--- config.mk ---
export PLATFORM = sky130hd
export DESIGN_NAME = bist_ctrl
export DESIGN_NICKNAME = d
export VERILOG_FILES = /design/src/rtl/bist_pkg.sv /design/src/rtl/bist_tpg.sv /design/src/rtl/bist_ctrl.sv
export SDC_FILE = /design/constraint.sdc
export NUM_CORES = 1
export LEC_CHECK = 0
export BUFFER_PORTS_ARGS = -buffer_cell sky130_fd_sc_hd__clkbuf_2
export CELL_PAD_IN_SITES_DETAIL_PLACEMENT = 0
export CELL_PAD_IN_SITES_GLOBAL_PLACEMENT = 1
export CORE_MARGIN = 2
export CORE_UTILIZATION = 35
export CTS_BUF_LIST = sky130_fd_sc_hd__clkbuf_4 sky130_fd_sc_hd__clkbuf_8 sky130_fd_sc_hd__clkbuf_16
export DETAILED_ROUTE_END_ITERATION = 12
export PLACE_DENSITY_LB_ADDON = 0.15
export SYNTH_ARGS = -nofsm -noshare
export SYNTH_HDL_FRONTEND = slang
export SYNTH_SLANG_ARGS = --single-unit
--- constraint.sdc ---
create_clock -name CLK -period 1.25 [get_ports CLK]
set_input_delay 0.125 -clock CLK [delete_from_list [all_inputs] [get_ports CLK]]
set_output_delay 0.125 -clock CLK [all_outputs]
set_load 0.05 [all_outputs]
--- src/rtl/bist_pkg.sv ---
// Shared types and constants for the BIST sequencer.
// State encoding, TPG taps/seed and the LFSR step function.
package bist_pkg;

  typedef enum logic [2:0] {
    ST_IDLE,
    ST_CLEAR,
    ST_RUN,
    ST_FLUSH,
    ST_CAPTURE,
    ST_DONE
  } bist_state_e;

  localparam int unsigned TPG_W = 3;
  localparam logic [TPG_W-1:0] TPG_TAPS = 3'b110;
  localparam logic [TPG_W-1:0] TPG_SEED_DEF = 3'b001;

  // Fibonacci step: shift left, feed back q[2]^q[1].
  function automatic logic [TPG_W-1:0] lfsr3_next(
    input logic [TPG_W-1:0] q
  );
    return {q[TPG_W-2:0], ^(q & TPG_TAPS)};
  endfunction

endpackage

--- src/rtl/bist_tpg.sv ---
// 3-bit test pattern generator (period-7 LFSR).
// load wins over adv; an all-zero seed becomes 3'b001.
module bist_tpg
  import bist_pkg::*;
#(
  parameter logic [TPG_W-1:0] SEED = TPG_SEED_DEF
) (
  input  logic             CLK,
  input  logic             RST_N,
  input  logic             load,
  input  logic             adv,
  output logic [TPG_W-1:0] q
);

  localparam logic [TPG_W-1:0] SEED_EFF =
    (SEED == '0) ? TPG_SEED_DEF : SEED;

  logic [TPG_W-1:0] q_q;
  logic [TPG_W-1:0] q_d;

  always_comb begin
    q_d = q_q;
    if (load)
      q_d = SEED_EFF;
    else if (adv)
      q_d = lfsr3_next(q_q);
  end

  always_ff @(posedge CLK or negedge RST_N) begin
    if (!RST_N)
      q_q <= SEED_EFF;
    else
      q_q <= q_d;
  end

  assign q = q_q;

endmodule

--- src/rtl/bist_ctrl.sv ---
// BIST sequencer: TPG, MISR clear/run/flush, signature compare.
// Define BIST_CONT_EN for continuous mode with sticky-fail pass.
module bist_ctrl
  import bist_pkg::*;
#(
  parameter int unsigned N_PATTERNS = 7,
  parameter int unsigned SIG_W = 8,
  parameter logic [SIG_W-1:0] GOLDEN_SIG = '0,
  parameter logic [TPG_W-1:0] TPG_SEED = TPG_SEED_DEF,
  parameter int unsigned FLUSH_CYC = 1
) (
  input  logic             CLK,
  input  logic             RST_N,
  input  logic             start,
  output logic [TPG_W-1:0] tpg,
  output logic             misr_clr,
  output logic             misr_en,
  input  logic [SIG_W-1:0] sig_in,
  output logic [SIG_W-1:0] sig_q,
  output logic             busy,
  output logic             done,
  output logic             pass
);

  // Counter is shared by RUN and FLUSH, so size it for the longer one.
  localparam int unsigned CNT_MAX =
    (N_PATTERNS > FLUSH_CYC) ? N_PATTERNS : FLUSH_CYC;
  localparam int unsigned CNT_W = $clog2(CNT_MAX + 1);
  localparam logic [CNT_W-1:0] RUN_LAST = CNT_W'(N_PATTERNS - 1);
  localparam logic [CNT_W-1:0] FLUSH_LAST = CNT_W'(FLUSH_CYC - 1);

  bist_state_e state_q, state_d;
  logic [CNT_W-1:0] cnt_q, cnt_d;
  logic [SIG_W-1:0] sig_cap_q;
  logic pass_q;
  logic tpg_load;
  logic tpg_adv;
  logic match;

  always_comb begin
    state_d = state_q;
    cnt_d = cnt_q;
    tpg_load = 1'b0;
    tpg_adv = 1'b0;
    unique case (state_q)
      ST_IDLE: begin
        tpg_load = 1'b1;
        if (start)
          state_d = ST_CLEAR;
      end
      ST_CLEAR: begin
        tpg_load = 1'b1;
        cnt_d = '0;
        state_d = ST_RUN;
      end
      ST_RUN: begin
        tpg_adv = 1'b1;
        if (cnt_q == RUN_LAST) begin
          cnt_d = '0;
          state_d = ST_FLUSH;
        end else begin
          cnt_d = cnt_q + CNT_W'(1);
        end
      end
      ST_FLUSH: begin
        if (cnt_q == FLUSH_LAST) begin
          cnt_d = '0;
          state_d = ST_CAPTURE;
        end else begin
          cnt_d = cnt_q + CNT_W'(1);
        end
      end
      ST_CAPTURE: begin
        state_d = ST_DONE;
      end
      ST_DONE: begin
`ifdef BIST_CONT_EN
        state_d = ST_CLEAR;
`else
        if (start)
          state_d = ST_CLEAR;
`endif
      end
      default: begin
        state_d = ST_IDLE;
        cnt_d = '0;
      end
    endcase
  end

  always_ff @(posedge CLK or negedge RST_N) begin
    if (!RST_N) begin
      state_q <= ST_IDLE;
      cnt_q <= '0;
    end else begin
      state_q <= state_d;
      cnt_q <= cnt_d;
    end
  end

  assign match = (sig_in == GOLDEN_SIG);

`ifdef BIST_CONT_EN
  // ok_q remembers whether every run since reset compared clean.
  logic ok_q;

  always_ff @(posedge CLK or negedge RST_N) begin
    if (!RST_N) begin
      sig_cap_q <= '0;
      pass_q <= 1'b0;
      ok_q <= 1'b1;
    end else if (state_q == ST_CAPTURE) begin
      sig_cap_q <= sig_in;
      pass_q <= ok_q & match;
      ok_q <= ok_q & match;
    end
  end
`else
  always_ff @(posedge CLK or negedge RST_N) begin
    if (!RST_N) begin
      sig_cap_q <= '0;
      pass_q <= 1'b0;
    end else if (state_q == ST_CAPTURE) begin
      sig_cap_q <= sig_in;
      pass_q <= match;
    end
  end
`endif

  bist_tpg #(
    .SEED(TPG_SEED)
  ) u_tpg (
    .CLK  (CLK),
    .RST_N(RST_N),
    .load (tpg_load),
    .adv  (tpg_adv),
    .q    (tpg)
  );

  assign misr_clr = (state_q == ST_CLEAR);
  assign misr_en = (state_q == ST_RUN);
  assign busy = (state_q == ST_CLEAR) | (state_q == ST_RUN) |
                (state_q == ST_FLUSH) | (state_q == ST_CAPTURE);
  assign done = (state_q == ST_DONE);
  assign pass = pass_q;
  assign sig_q = sig_cap_q;

endmodule
### After elaboration in Yosys (flattened, before gate mapping)

Cells that the tools add are included.

* add/subtract/negate cells: 1
* multipliers: 0
* divide/modulo/power cells: 0
* order comparisons: 0
* equal/unequal tests: 9
* shift operators: 0
* multiplexer cells: 11
* bitwise gates (word level): 3
* reduce and logical (&&, ||, !) cells: 9

Operators with widths (number)
* $mux W3: 7
* $pmux W3 S5: 1
* $eq A3 B3 Y1 const B: 3
* $pmux W3 S3: 1
* $logic_not A8 Y1: 1
* $eq A3 B2 Y1 const B: 2
* $logic_not A3 Y1: 2
* $ne A2 B1 Y1 const B: 2
* $reduce_or A2 Y1: 2
* $add A3 B1 Y3 const B: 1
* $eq A3 B1 Y1 const B: 1
* $or A1 B1 Y1: 3
* $reduce_and A3 Y1: 1
* $reduce_or A3 Y1: 1
* $reduce_xor A3 Y1: 1
* $mux W1: 2
* $ne A2 B2 Y1 const B: 1
* $reduce_bool A2 Y1: 1

* register bits: 18
* bits in latches: 0
* bits in writable memories: 0
* memory bits (read-only): 0
* input port bits: 11
* output and inout bits: 16
* word-level logic and storage cells: 38
* memories: 0

### Longest topological paths before layout

* word-level depth: 4
* mapped depth: 5
* depth with buffers taken out: 5

### Cells and area by module

Synthesis repeated with hierarchy kept, for this count alone.

* cells, all modules: 83
* area total of the unflattened synthesis: 962.2 um^2

Modules (own cells, without submodules)
* bist_ctrl: instances 1, cells each 72, area each 834.6 um^2, sequential area each 375.4 um^2
* bist_tpg: instances 1, cells each 11, area each 127.6 um^2, sequential area each 76.3 um^2

### Least setup slack after synthesis

Ideal clock, no wire load.

* kind: register to output
* from: reg state_q[0]
* to: out done
* arrival time: 1.711 ns
* data required time: 1.125 ns
* slack: -0.586 ns
* cell stages (with the launch flop): 4
* cell sequence: dfrtp_1 > buf_4 > inv_2 > nor3_1

* word-level cells in the longest chain between the ends: 1

Ends and longest elaborated chain
* start: declaration: line bist_ctrl.sv:32 `bist_state_e state_q, state_d;`
* start signal: assignment: line bist_ctrl.sv:96 `state_q <= state_d;`
* $eq A3 B3 Y1: line bist_ctrl.sv:144 `assign done = (state_q == ST_DONE);`
* end: declaration: line bist_ctrl.sv:21 `output logic done,`

Every way passes these cells.

### Worst setup path in the final report

* from: reg state_q[0]
* to: out busy

* word-level cells in the longest chain between the ends: 4

Ends and longest elaborated chain
* $eq A3 B1 Y1 / $eq A3 B2 Y1 (equally long branches): line bist_ctrl.sv:142 `assign busy = (state_q == ST_CLEAR) | (state_q == ST_RUN) |`
* $or A1 B1 Y1 (2 in series): line bist_ctrl.sv:142
* $or A1 B1 Y1 *: line bist_ctrl.sv:143 `(state_q == ST_FLUSH) | (state_q == ST_CAPTURE);`
* end: declaration: line bist_ctrl.sv:20 `output logic busy,`

Mark *: on every way between the ends. The rest lies on a longest branch, timed or not.

==> results.tsv <==
stage	metric	value	unit
floorplanning	rows	18	
cts	insertion_delay	0.30	ns
placed_design	gp_congestion	0.761	
min_path	hp-class	input port to flop	
critical_path	critPathLaunch	state_q[0]$_DFFE_PN0P_	
synth	synth_area_per_cell	12.1	sq um
cts	cts_buffers	3	
placed_design	portBuffers	26	
cts	htreeDepth	1	
placed_design	pre_cts_slack	-0.0625	ns
status	violations	setup timing	
synth	ys.flop_type	dfrtp_1	
global_route	gr-total-overflow	0	
layout	diodes	0	
job	cap_viol_max_count	0	
sta	slew_headroom	0.696	
global_route	antenna_found_initial	0	
critical_path	crit_path_max_fanout	7	
floorplanning	die_y	56.0	microns
synth	synth.distinct_cells	33	
critical_path	crit_arrival	1.33	ns
critical_path	cp_cell_sequence	buf_12 -> nor2_4 -> xnor2_4 -> buf_8	
critical_path	crit_type	flop to primary output	
synth	synth_edf_count	0	
layout	final_common_cell	clkbuf_2	
layout	areaGrowthSynthToFinish	60.4	%
status	outcome	finished, violations left	
layout	mostFrequentLayoutCells	21 x clkbuf_2, 15 x dfrtp_1, 15 x buf_4	
route	drt_iter0_markers	11	
cts	numClockSinks	18	
synth	syn-cell-area	945	sq um
critical_path	rr_startpoint	state_q[0]$_DFFE_PN0P_	
sta	fin_crit_sh	1.17	
floorplanning	initial_core_util	0.375	
route	dr.pass1.iters	4	
critical_path	rr_endpoint	sig_q[3]$_DFFE_PN0N_	
critical_path	critPathCapture	busy	
synth	yosys_warnings	0	
global_route	grt_first_pass_wirelength	3.75	mm
critical_path	cp_slowest_cell	dfrtp_1	
sta	fmax	0.685	GHz
sta	rsz0062_at_grt	true	
critical_path	setup.worst_path.end_class	primary output	
global_route	grt_pass1_vias	793	
floorplanning	coreArea	0.00252	sq mm
critical_path	max_stage_delay	0.43	ns
route	routed_wl	2.14	mm
sta	slew_violations	0	
route	ant_nets	0	
sta	skew	0.00525	ns
synth	synth_fp_nets	92	
critical_path	critPathLaunchType	flop	
placed_design	numPlacedInstances	142	
sta	finalSetupViolations	19	
floorplanning	die_w	56.0	microns
synth	syn-instance-count	78	
synth	ys_async_sr_fraction	1.00	
synth	ys_ff_latch	18	
route	vias	770	
route	viasPerCell	4.87	
route	wl_per_cell	13.6	microns
critical_path	reg2regPathDepth	4	
floorplanning	ios	27	
critical_path	worstPathRequired	1.12	ns
global_route	grt_max_degree	19	
critical_path	r2r_setup_slack	-0.12	ns
global_route	grtUsageTotal	0.152	
route	drc	0	
floorplanning	fp.dieArea	0.00313	sq mm
layout	instances_no_fill	158	
sta	layout_setup_ws	-0.209	ns
cts	cts_root_buf	clkbuf_4	
sta	worst_slew_pin_slew	0.456	ns
placed_design	dp_hpwl	1.43	mm
cts	path_clk_slew	0.11	ns
sta	min_period	1.46	ns
layout	num-nets-final	143	
sta	finalHoldViolCount	0	
cts	cts_buffer_depth	2	
layout	layout-drive-gt1-share	0.656	
cts	cts_tree	done	
synth	yosysSeqAreaShare	0.478	
==> cell type report <==
| class | instances | area [sq um] |
|---|---|---|
| Fill cell | 217 | 1010 |
| Multi-Input combinational cell | 50 | 554 |
| Sequential cell | 18 | 454 |
| Timing Repair Buffer | 50 | 410 |
| Tap cell | 30 | 37.5 |
| Clock buffer | 4 | 36.3 |
| Inverter | 6 | 22.5 |
==> cell usage after synthesis (2+ instances only) <==
| cell | instances | area (sq um) |
|---|---|---|
| a21oi_1 | 4 | 20.0 |
| a22o_1 | 5 | 43.8 |
| buf_6 | 2 | 22.5 |
| dfrtp_1 | 17 | 425 |
| ha_1 | 3 | 37.5 |
| inv_1 | 5 | 18.8 |
| mux2_4 | 8 | 120 |
| nand2_1 | 3 | 11.3 |
| nor2_1 | 5 | 18.8 |
| nor4_1 | 2 | 12.5 |
| xnor2_1 | 2 | 17.5 |
==> how the worst min path moves through the flow <==
stage	from	cells past startpoint	end
finish	sig_in[5]	2	sig_q[5]$_DFFE_PN0N_
global route	sig_in[0]	2	sig_q[0]$_DFFE_PN0N_
CTS	sig_in[7]	2	sig_q[7]$_DFFE_PN0N_
detailed placement	RST_N	1	sig_q[6]$_DFFE_PN0N_
global placement	RST_N	1	sig_q[6]$_DFFE_PN0N_
floorplan	RST_N	0	cnt_q[0]$_DFFE_PN0N_
==> stage by stage <==
step / TNS [ns] / util / area, sq um / hold WS (ns)
final: -1.83 / 0.601 / 1520 / 0.0723
after floorplan: -0.0323 / - / 1010 / -0.171
after CTS: -1.99 / 0.595 / 1500 / 0.0664
after global routing: -2.86 / 0.601 / 1520 / 0.0628
after global placement: -0.277 / 0.498 / 1260 / 0.105
after detailed placement: -0.368 / 0.498 / 1260 / 0.102
==> layer usage <==
layer,vias up,global-route usage,part of all wire
met5,-,0,0
met4,0,0.0612,0.0056
met3,2,0.0372,0.048
met2,19,0.248,0.47
met1,370,0.192,0.47
li1,379,-,-
==> timing repair <==
item                       4_1_cts  5_1_grt
setup buffers                   10        0
pin swaps                        5        6
gates cloned                     1        0
hold buffers                     1        0
hold endpoints to repair        17        0
gates resized for setup         28        8
setup endpoints to repair       19       21
==> kinds of logic (layout without fill, tap and decap cells) <==
kind of cell,after synthesis,count (layout),synth area share
and+or+nand+nor,19,19,0.122
DFF,18,18,0.478
AOI/OAI and AO/OA,17,17,0.142
buffers and inverters,10,60,0.0609
muxes,9,9,0.139
adders and majority gates,3,3,0.0397
xor gates and xnor gates,2,2,0.0185
==> critical path: cells and delay by family, from the launching register on <==
kind | cells | cell delay, ns
DFF | 1 | 0.43
buffers and inverters | 2 | 0.31
and+or+nand+nor | 1 | 0.16
xor gates and xnor gates | 1 | 0.14
==> state kept, by name, indices dropped and copies added, names as in the netlist <==
signal	count
cnt_q	3
pass	1
sig_q	8
state_q	3
u_tpg.q	3
Power is left out: the tool's default activity adds up to more than one toggle a clock period on the data nets, which glitch-free logic cannot reach.
